===== config.mk =====
export PLATFORM = sky130hd
export DESIGN_NAME = sprite_blitter
export DESIGN_NICKNAME = d
export VERILOG_FILES = /design/src/rtl/frogger_gfx_pkg.sv /design/src/rtl/pipe_delay.sv /design/src/rtl/sprite_blitter.sv
export SDC_FILE = /design/constraint.sdc
export NUM_CORES = 1
export LEC_CHECK = 0
export ABC_AREA = 1
export CAP_MARGIN = 0
export CORE_ASPECT_RATIO = 0.6
export CORE_MARGIN = 2
export CORE_UTILIZATION = 40
export CTS_CLUSTER_DIAMETER = 150
export DETAILED_ROUTE_END_ITERATION = 6
export PLACE_DENSITY = 0.6
export SLEW_MARGIN = 20
export SYNTH_ARGS = -nofsm -noshare
export SYNTH_HDL_FRONTEND = slang
export SYNTH_SLANG_ARGS = --single-unit

===== constraint.sdc =====
create_clock -name clk -period 2.5 [get_ports clk]
set_input_delay 0.75 -clock clk [delete_from_list [all_inputs] [get_ports clk]]
set_output_delay 0.75 -clock clk [all_outputs]
set_load 0.02 [all_outputs]

===== src/rtl/frogger_gfx_pkg.sv =====
// Shared graphics constants and types for the frogger video path.
// Screen geometry, palette and the blitter state encoding.
package frogger_gfx_pkg;

    localparam int COLOR_W  = 3;
    localparam int SCREEN_W = 320;
    localparam int SCREEN_H = 240;

    localparam logic [COLOR_W-1:0] C_BLACK   = 3'b000;
    localparam logic [COLOR_W-1:0] C_BLUE    = 3'b001;
    localparam logic [COLOR_W-1:0] C_GREEN   = 3'b010;
    localparam logic [COLOR_W-1:0] C_CYAN    = 3'b011;
    localparam logic [COLOR_W-1:0] C_RED     = 3'b100;
    localparam logic [COLOR_W-1:0] C_MAGENTA = 3'b101;
    localparam logic [COLOR_W-1:0] C_YELLOW  = 3'b110;
    localparam logic [COLOR_W-1:0] C_WHITE   = 3'b111;
    localparam logic [COLOR_W-1:0] C_KEY     = C_MAGENTA;

    typedef enum logic [1:0] {
        ST_IDLE,
        ST_SCAN,
        ST_DRAIN,
        ST_DONE
    } blit_state_t;

endpackage


===== src/rtl/pipe_delay.sv =====
// Fixed-depth shift register that carries pixel metadata alongside
// the sprite memory read; every stage clears on reset.
module pipe_delay #(
    parameter int WIDTH = 8,
    parameter int DEPTH = 1
) (
    input  logic             clk,
    input  logic             reset,
    input  logic [WIDTH-1:0] d,
    output logic [WIDTH-1:0] q
);

    if (DEPTH == 0) begin : g_wire
        logic unused_ok;
        assign unused_ok = clk ^ reset;
        assign q = d;
    end else begin : g_regs
        logic [WIDTH-1:0] stage [DEPTH];

        always_ff @(posedge clk) begin
            if (reset) begin
                for (int i = 0; i < DEPTH; i++) begin
                    stage[i] <= '0;
                end
            end else begin
                stage[0] <= d;
                for (int i = 1; i < DEPTH; i++) begin
                    stage[i] <= stage[i-1];
                end
            end
        end

        assign q = stage[DEPTH-1];
    end

endmodule


===== src/rtl/sprite_blitter.sv =====
// Sprite drawing engine: streams a row-major sprite out of sprite memory
// to the VGA write port with colour-key transparency and screen clipping.
module sprite_blitter #(
    parameter int WIDTH_X     = 9,
    parameter int WIDTH_Y     = 9,
    parameter int SCREEN_W    = frogger_gfx_pkg::SCREEN_W,
    parameter int SCREEN_H    = frogger_gfx_pkg::SCREEN_H,
    parameter int COLOR_W     = frogger_gfx_pkg::COLOR_W,
    parameter int ADDR_W      = 15,
    parameter int RAM_LATENCY = 1
) (
    input  logic               clk,
    input  logic               reset,
    input  logic               start,
    input  logic [WIDTH_X:0]   org_x,
    input  logic [WIDTH_Y:0]   org_y,
    input  logic [WIDTH_X-1:0] spr_w,
    input  logic [WIDTH_Y-1:0] spr_h,
    input  logic [ADDR_W-1:0]  base_addr,
    input  logic               key_en,
    input  logic [COLOR_W-1:0] key_color,
    output logic [ADDR_W-1:0]  rd_addr,
    input  logic [COLOR_W-1:0] rd_data,
    output logic               busy,
    output logic               done,
    output logic               plot,
    output logic [WIDTH_X-1:0] x,
    output logic [WIDTH_Y-1:0] y,
    output logic [COLOR_W-1:0] color
);
    import frogger_gfx_pkg::*;

    localparam int SX_W    = WIDTH_X + 2;
    localparam int SY_W    = WIDTH_Y + 2;
    localparam int META_W  = 1 + SX_W + SY_W;
    localparam int DRAIN_W = $clog2(RAM_LATENCY + 1);

    localparam logic [DRAIN_W-1:0] DRAIN_LAST = DRAIN_W'(RAM_LATENCY - 1);
    localparam logic [SX_W-1:0]    CLIP_X     = SX_W'(SCREEN_W);
    localparam logic [SY_W-1:0]    CLIP_Y     = SY_W'(SCREEN_H);

    blit_state_t state;

    logic [WIDTH_X:0]   org_x_r;
    logic [WIDTH_Y:0]   org_y_r;
    logic [WIDTH_X-1:0] w_r;
    logic [WIDTH_Y-1:0] h_r;
    logic               key_en_r;
    logic [COLOR_W-1:0] key_color_r;
    logic [WIDTH_X-1:0] cx;
    logic [WIDTH_Y-1:0] cy;
    logic [DRAIN_W-1:0] dcnt;

    logic x_last;
    logic y_last;
    logic zero_size;

    assign x_last    = (cx == w_r - WIDTH_X'(1));
    assign y_last    = (cy == h_r - WIDTH_Y'(1));
    assign zero_size = (spr_w == '0) || (spr_h == '0);

    // Control: cx/cy and rd_addr always name the pixel being read this cycle.
    always_ff @(posedge clk) begin
        if (reset) begin
            state       <= ST_IDLE;
            busy        <= 1'b0;
            done        <= 1'b0;
            rd_addr     <= '0;
            org_x_r     <= '0;
            org_y_r     <= '0;
            w_r         <= '0;
            h_r         <= '0;
            key_en_r    <= 1'b0;
            key_color_r <= '0;
            cx          <= '0;
            cy          <= '0;
            dcnt        <= '0;
        end else begin
            done <= 1'b0;
            unique case (state)
                ST_IDLE: begin
                    if (start) begin
                        org_x_r     <= org_x;
                        org_y_r     <= org_y;
                        w_r         <= spr_w;
                        h_r         <= spr_h;
                        key_en_r    <= key_en;
                        key_color_r <= key_color;
                        cx          <= '0;
                        cy          <= '0;
                        dcnt        <= '0;
                        busy        <= 1'b1;
                        if (zero_size) begin
                            state <= ST_DONE;
                            done  <= 1'b1;
                        end else begin
                            state   <= ST_SCAN;
                            rd_addr <= base_addr;
                        end
                    end
                end
                ST_SCAN: begin
                    if (x_last && y_last) begin
                        state <= ST_DRAIN;
                    end else begin
                        rd_addr <= rd_addr + ADDR_W'(1);
                        if (x_last) begin
                            cx <= '0;
                            cy <= cy + WIDTH_Y'(1);
                        end else begin
                            cx <= cx + WIDTH_X'(1);
                        end
                    end
                end
                ST_DRAIN: begin
                    if (dcnt == DRAIN_LAST) begin
                        state <= ST_DONE;
                        done  <= 1'b1;
                    end else begin
                        dcnt <= dcnt + DRAIN_W'(1);
                    end
                end
                ST_DONE: begin
                    state <= ST_IDLE;
                    busy  <= 1'b0;
                end
                default: begin
                    state <= ST_IDLE;
                    busy  <= 1'b0;
                end
            endcase
        end
    end

    logic [SX_W-1:0]   sx;
    logic [SY_W-1:0]   sy;
    logic [META_W-1:0] meta_d;
    logic [META_W-1:0] meta_q;
    logic              p_valid;
    logic [SX_W-1:0]   p_sx;
    logic [SY_W-1:0]   p_sy;

    assign sx     = SX_W'(org_x_r) + SX_W'(cx);
    assign sy     = SY_W'(org_y_r) + SY_W'(cy);
    assign meta_d = {state == ST_SCAN, sx, sy};

    // The rd_addr register already accounts for one cycle of read latency.
    pipe_delay #(
        .WIDTH (META_W),
        .DEPTH (RAM_LATENCY - 1)
    ) u_meta_delay (
        .clk   (clk),
        .reset (reset),
        .d     (meta_d),
        .q     (meta_q)
    );

    assign {p_valid, p_sx, p_sy} = meta_q;

    logic on_screen;
    logic transparent;

    assign on_screen   = (p_sx < CLIP_X) && (p_sy < CLIP_Y);
    assign transparent = key_en_r && (rd_data == key_color_r);

    always_ff @(posedge clk) begin
        if (reset) begin
            plot  <= 1'b0;
            x     <= '0;
            y     <= '0;
            color <= '0;
        end else begin
            plot <= p_valid && on_screen && !transparent;
            if (p_valid) begin
                x     <= p_sx[WIDTH_X-1:0];
                y     <= p_sy[WIDTH_Y-1:0];
                color <= rd_data;
            end
        end
    end

endmodule


==> results_dict.tcl, run 1 <==
set metrics [dict create \
    nets 1131 \
    clk_pin_slew_ns 0.07 \
    wl_met1_mm 9.56 \
    cap_viol_max_count 0 \
    cp-start-kind "flip-flop" \
    grt.total_usage 0.206 \
    grt-ovfl-total 0 \
    top_layer "met4" \
    grt_pass1_vias 5185 \
    hpwl_mm 12.4 \
    dp_cells 1226 \
    cp.arrival_ns 2.50 \
    worst_pin_slew_ns 0.533 \
    io_pins 102 \
    insertion_delay_ns 0.35 \
    htreeDepth 3 \
    first_pass_iters 5 \
    total_power_mw 6.29 \
    ant_nets 0 \
    switching_power_mw 2.58 \
    reg_top3 "rd_addr x15, org_x_r x10, org_y_r x10" \
    design.core.area_mm2 0.0147 \
    largest_register "rd_addr" \
    p_sw_frac 0.411 \
    fin_cells 1242 \
    route.met3.wl_um 811 \
    die_h_um 99.6 \
    cts.sinks 101 \
    hold_buffers 0 \
    clock_tree.root_cell "clkbuf_16" \
    synth_top_cell_by_area "dfxtp_1" \
    p_leak_nw 3.51 \
    wirelength_mm 16.2 \
    fin_skew_ns 0.00886 \
    place.gp.congestion 0.843 \
    synth_area_leaders "dfxtp_1 33%, nand2_1 13%, nor2_1 10%" \
    post-cts-setup-buffers 0 \
    syn_avg_cell_area_um2 6.55 \
    syn_area_mm2 0.00610 \
    drtIter0Drc 360 \
    antenna_found_initial 0 \
    critPathRequiredTime_ns 2.74 \
    comb_power_share 0.426 \
    syn-num-nets 1023 \
    fmax_mhz 442 \
    maxSlewHeadroom 0.645 \
    synth_cells 931 \
    status "complete, no violations" \
    ys_ff_latch 101 \
    syn_to_final_growth_pct 26.8 \
    largest_reg_flops 15 \
    row_count 34 \
    end_kind "flip-flop" \
    criticalPathCategory "flip-flop to flip-flop" \
    synth_top_area_frac 0.332 \
    drt-vias-per-instance 4.76 \
    synth_cell_types 38 \
    wl_per_cell_um 13.0 \
    setup_viol 0 \
    p_clk_frac 0.217 \
    synth_seq_area_share 0.332 \
    vdd_drop_max_mv 0.476 \
    dieArea_mm2 0.0163 \
    synth_warnings 0 \
    period_needed_ns 2.26 \
    p_int_mw 3.71 \
    numCtsBuffers 9 \
    drive_gt1_frac 0.0670 \
    grt_pass1_wl_mm 27.0 \
    antenna_cells 0 \
    power-per-cell-area_mw_per_mm2 814 \
    path_max_fanout 9 \
    numPortBuffers 101 \
    power.share.sequential 0.356 \
    wl_met2_mm 5.74 \
    maxSlewViolCount 0 \
    period_share 0.906 \
    cts_tree "yes" \
    start_util 0.415 \
    dieWidth_um 163 \
    drc_errors 0 \
    finalHoldViolations 0 \
    vias 5913 \
    grt_start_max_net_pins 79 \
    cts_resized 0 \
    min_path_type "flip-flop to flip-flop" \
    rsz0062_at_grt "false" \
    clock_path_buffers 2 \
]
## area by class of cell
cell class                 instances  area [µm²]
tap                              198         248
sequential                       101        2020
clock inverter                     6        52.6
clock buffer                      10         229
timing repair buffer             133        1260
multi-input combinational        691        3530
fill                            1481        6950
inverter                         103         387
## cell families after synthesis
family,count (synthesis),share of synthesized area
AO/OA/AOI/OAI,144,0.126
XOR/XNOR,44,0.0632
adder cells (fa/ha/maj),29,0.0620
buffers and inverters,139,0.0903
flip-flops,101,0.332
AND/OR/NAND/NOR,474,0.327
## critical path: stages (launching register included)
cell     delay (ns)
dfxtp_1        0.31
inv_1          0.13
ha_1           0.25
nand2_1        0.09
nor2_1         0.13
nand2_1        0.10
nand3_1        0.11
nand2_1        0.06
nor2_1         0.08
nand3_1        0.26
a21oi_4        0.35
nand2_4        0.14
nor2_1         0.11
nor2_1         0.05
## cells in the mapped netlist
cell,n
o21a_1,2
o41ai_1,1
a21oi_1,48
o21ai_0,77
inv_2,4
o211ai_1,7
clkbuf_1,27
nor4_2,1
nand2_1,213
a21oi_4,1
dfxtp_1,101
nand3_4,2
fa_1,2
nor3b_1,3
a31oi_1,3
xnor2_1,13
nand2_2,2
nor2_4,2
or2_2,2
o22ai_1,1
o21ai_1,2
xor2_1,31
nor2_1,166
nand3_1,51
buf_2,4
nor3_1,9
nor2_2,5
o31ai_1,1
nand2_4,1
a22oi_1,1
buf_1,1
clkbuf_2,1
ha_1,27
inv_1,99
buf_6,3
nor4_1,5
nand3b_1,2
nand4_1,10
## power by group through the flow
stage | clock network [mW] | logic [mW] | registers [mW]
floorplan | 0 | 1.60 | 2.42
global placement | 0 | 2.66 | 2.27
detailed placement | 0 | 2.67 | 2.27
CTS | 1.39 | 2.69 | 2.24
global route | 1.46 | 3.05 | 2.29
finish | 1.37 | 2.68 | 2.24
## worst paths after layout
check              from          to  slack (ns)  cells past startpoint
max              w_r[0]       cy[0]        0.24                     13
min          org_x_r[9]  org_x_r[9]        0.48                      2
max reg2reg      w_r[0]       cy[0]        0.24                     13
min reg2reg  org_x_r[9]  org_x_r[9]        0.48                      2
## placed cells by master, fill, tap and decap left out, types with 7 or more instances in the layout
cell / count
xnor2_1: 13
dfxtp_1: 101
inv_1: 98
xor2_1: 31
nand4_1: 10
a21oi_1: 48
ha_1: 26
clkdlybuf4s50_1: 101
nand2_1: 212
nor3_1: 9
buf_4: 31
nand3_1: 51
o21ai_0: 77
o211ai_1: 7
nor2_1: 166
clkbuf_16: 9
## metal layers
metal | up-vias | global-route usage
li1 | 3177 | -
met1 | 2601 | 0.346
met2 | 130 | 0.265
met3 | 5 | 0.0375
met4 | 0 | 0.0334
met5 | - | 0
## per-stage QoR
stage	setup TNS [ns]	instance area (µm²)	utilization	setup slack (ns)	hold WS, ns
after floorplan	0	6100	-	0.575	0.444
after global routing	0	7730	0.527	0.0239	0.492
after detailed placement	-0.776	7450	0.508	-0.0656	0.470
final	0	7730	0.527	0.236	0.480
after CTS	0	7730	0.527	0.247	0.481
after global placement	-0.149	7450	0.508	-0.0173	0.466
(Power assumes the default switching activity.)
==> run 2, diff against run 1 <==
Settings changed: CORE_MARGIN 2 to 3.
==> results_dict.tcl, run 2 (synthesis gave the netlist of run 1 again) <==
set metrics [dict create \
    nets 1133 \
    grt_pass1_wl_mm 26.8 \
    wl_per_cell_um 13.1 \
    numPortBuffers 101 \
    dp_cells 1226 \
    fin_skew_ns 0.0112 \
    power-per-cell-area_mw_per_mm2 808 \
    rsz0062_at_grt "false" \
    grt_start_max_net_pins 61 \
    total_power_mw 6.28 \
    path_max_fanout 27 \
    critPathMostFrequentCell "nand2_1" \
    n_fill_cell 1526 \
    worstPathCellList "clkdlybuf4s50_1 > nor4_1 > nand2_1 > o22ai_1 > nand2_1 > nand3_4 > nand2_1 > nand2_1 > nor2_1" \
    hpwl_mm 12.6 \
    cts_tree "yes" \
    design.core.area_mm2 0.0147 \
    mostFrequentLayoutCell "nand2_1" \
    p_leak_nw 3.53 \
    p_sw_frac 0.406 \
    antenna_found_initial 0 \
    insertion_delay_ns 0.35 \
    first_pass_iters 4 \
    cts.sinks 101 \
    place.gp.congestion 0.871 \
    fin_cells 1244 \
    start_util 0.415 \
    clk_pin_slew_ns 0.07 \
    multi_input_area_mm2 0.00353 \
    grt_pass1_vias 5269 \
    critPathRequiredTime_ns 2.74 \
    grt-ovfl-total 0 \
    maxSlewViolCount 0 \
    row_count 34 \
    cp_slowest_cell "clkdlybuf4s50_1" \
    criticalPathCategory "input port to flip-flop" \
    setup-tns-final_ns 0 \
    ant_nets 0 \
    period_needed_ns 2.27 \
    htreeDepth 3 \
    p_clk_frac 0.218 \
    syn_to_final_growth_pct 27.6 \
    power.share.sequential 0.354 \
    vdd_drop_max_mv 0.548 \
    comb_power_share 0.428 \
    status "complete, no violations" \
    setup_viol 0 \
    vias 5914 \
    cap_viol_max_count 0 \
    drt-vias-per-instance 4.75 \
    seqCellArea_mm2 0.00202 \
    die_h_um 102 \
    finalHoldViolations 0 \
    io_pins 102 \
    drtIter0Drc 354 \
    max_stage_delay_ns 0.42 \
    cp-start-kind "input port" \
    fmax_mhz 441 \
    min_path_type "flip-flop to flip-flop" \
    cp.arrival_ns 2.51 \
    worst_pin_slew_ns 0.537 \
    clock_path_buffers 2 \
    antenna_cells 0 \
    end_kind "flip-flop" \
    p_int_mw 3.73 \
    pre_cts_slack_ns -0.148 \
    switching_power_mw 2.55 \
    grt.total_usage 0.198 \
    reg_top3 "rd_addr x15, org_x_r x10, org_y_r x10" \
    drc_errors 0 \
    drive_gt1_frac 0.0707 \
    wirelength_mm 16.3 \
    period_share 0.908 \
    final_cell_mix "213 x nand2_1, 166 x nor2_1, 101 x dfxtp_1, 101 x clkdlybuf4s50_1, 98 x inv_1" \
    maxSlewHeadroom 0.642 \
    dieArea_mm2 0.0168 \
    worst_slack_ns 0.231 \
    largest_reg_flops 15 \
    dieWidth_um 165 \
    clock_tree.root_cell "clkbuf_16" \
    largest_register "rd_addr" \
    numCtsBuffers 9 \
]
==> run 2: changes by cell type in the layout (fill, tap and decap cells not counted) <==
cell / change
buf_6: +1
nand3_2: +1
nand3_1: -1
ha_1: -1
buf_12: +1
clkbuf_1: -1
nand2_2: -1
clkbuf_8: +1
nand2_1: +1
ha_2: +1
==> run 2: power by group through the flow <==
stage / registers, mW / logic [mW] / clock network [mW]
3_3_place_gp: 2.26 / 2.66 / 0
3_5_place_dp: 2.26 / 2.68 / 0
5_1_grt: 2.28 / 3.05 / 1.47
4_1_cts: 2.23 / 2.69 / 1.40
6_report: 2.23 / 2.69 / 1.37
2_1_floorplan: 2.42 / 1.60 / 0
==> run 2: cell type report <==
type,instances,area share
clock buffers,10,0.0307
clock inverters,6,0.00676
repair buffers,135,0.167
flip-flops and latches,101,0.260
multi-input cells,691,0.454
inverters,103,0.0497
well taps,198,0.0319
==> run 2: worst max-delay path: cells and delay by family <==
family	cells	cell delay, ns
AOI/OAI and AO/OA	1	0.27
buffers and inverters	1	0.42
and+or+nand+nor	7	1.07
==> run 2: repair_timing <==
item                                    CTS  global route
resized for setup                         0             3
endpoints found under the setup margin    0            14
hold buffers                              0             0
buffers inserted                          0             2
==> run 2: stage by stage <==
stage,hold slack [ns],util,area (µm²)
after global placement,0.463,0.508,7460
after floorplan,0.444,-,6100
after CTS,0.484,0.528,7750
final,0.479,0.530,7780
after detailed placement,0.472,0.508,7460
after global routing,0.520,0.530,7780
==> run 2: path summary, 6_finish.rpt <==
check | startpoint | end | slack (ns) | cells past startpoint
setup / recovery | spr_h[0] | rd_addr[6] | 0.23 | 9
hold / removal | key_color_r[0] | key_color_r[0] | 0.48 | 2
setup reg to reg | w_r[0] | cy[0] | 0.27 | 13
hold reg to reg | key_color_r[0] | key_color_r[0] | 0.48 | 2
==> run 2: layer usage <==
metal | vias up | part of all wire | GRT usage
met3 | 12 | 0.057 | 0.0400
met4 | 0 | 0.0095 | 0.0371
met2 | 141 | 0.36 | 0.260
li1 | 3186 | - | -
met1 | 2575 | 0.58 | 0.326
met5 | - | 0 | 0
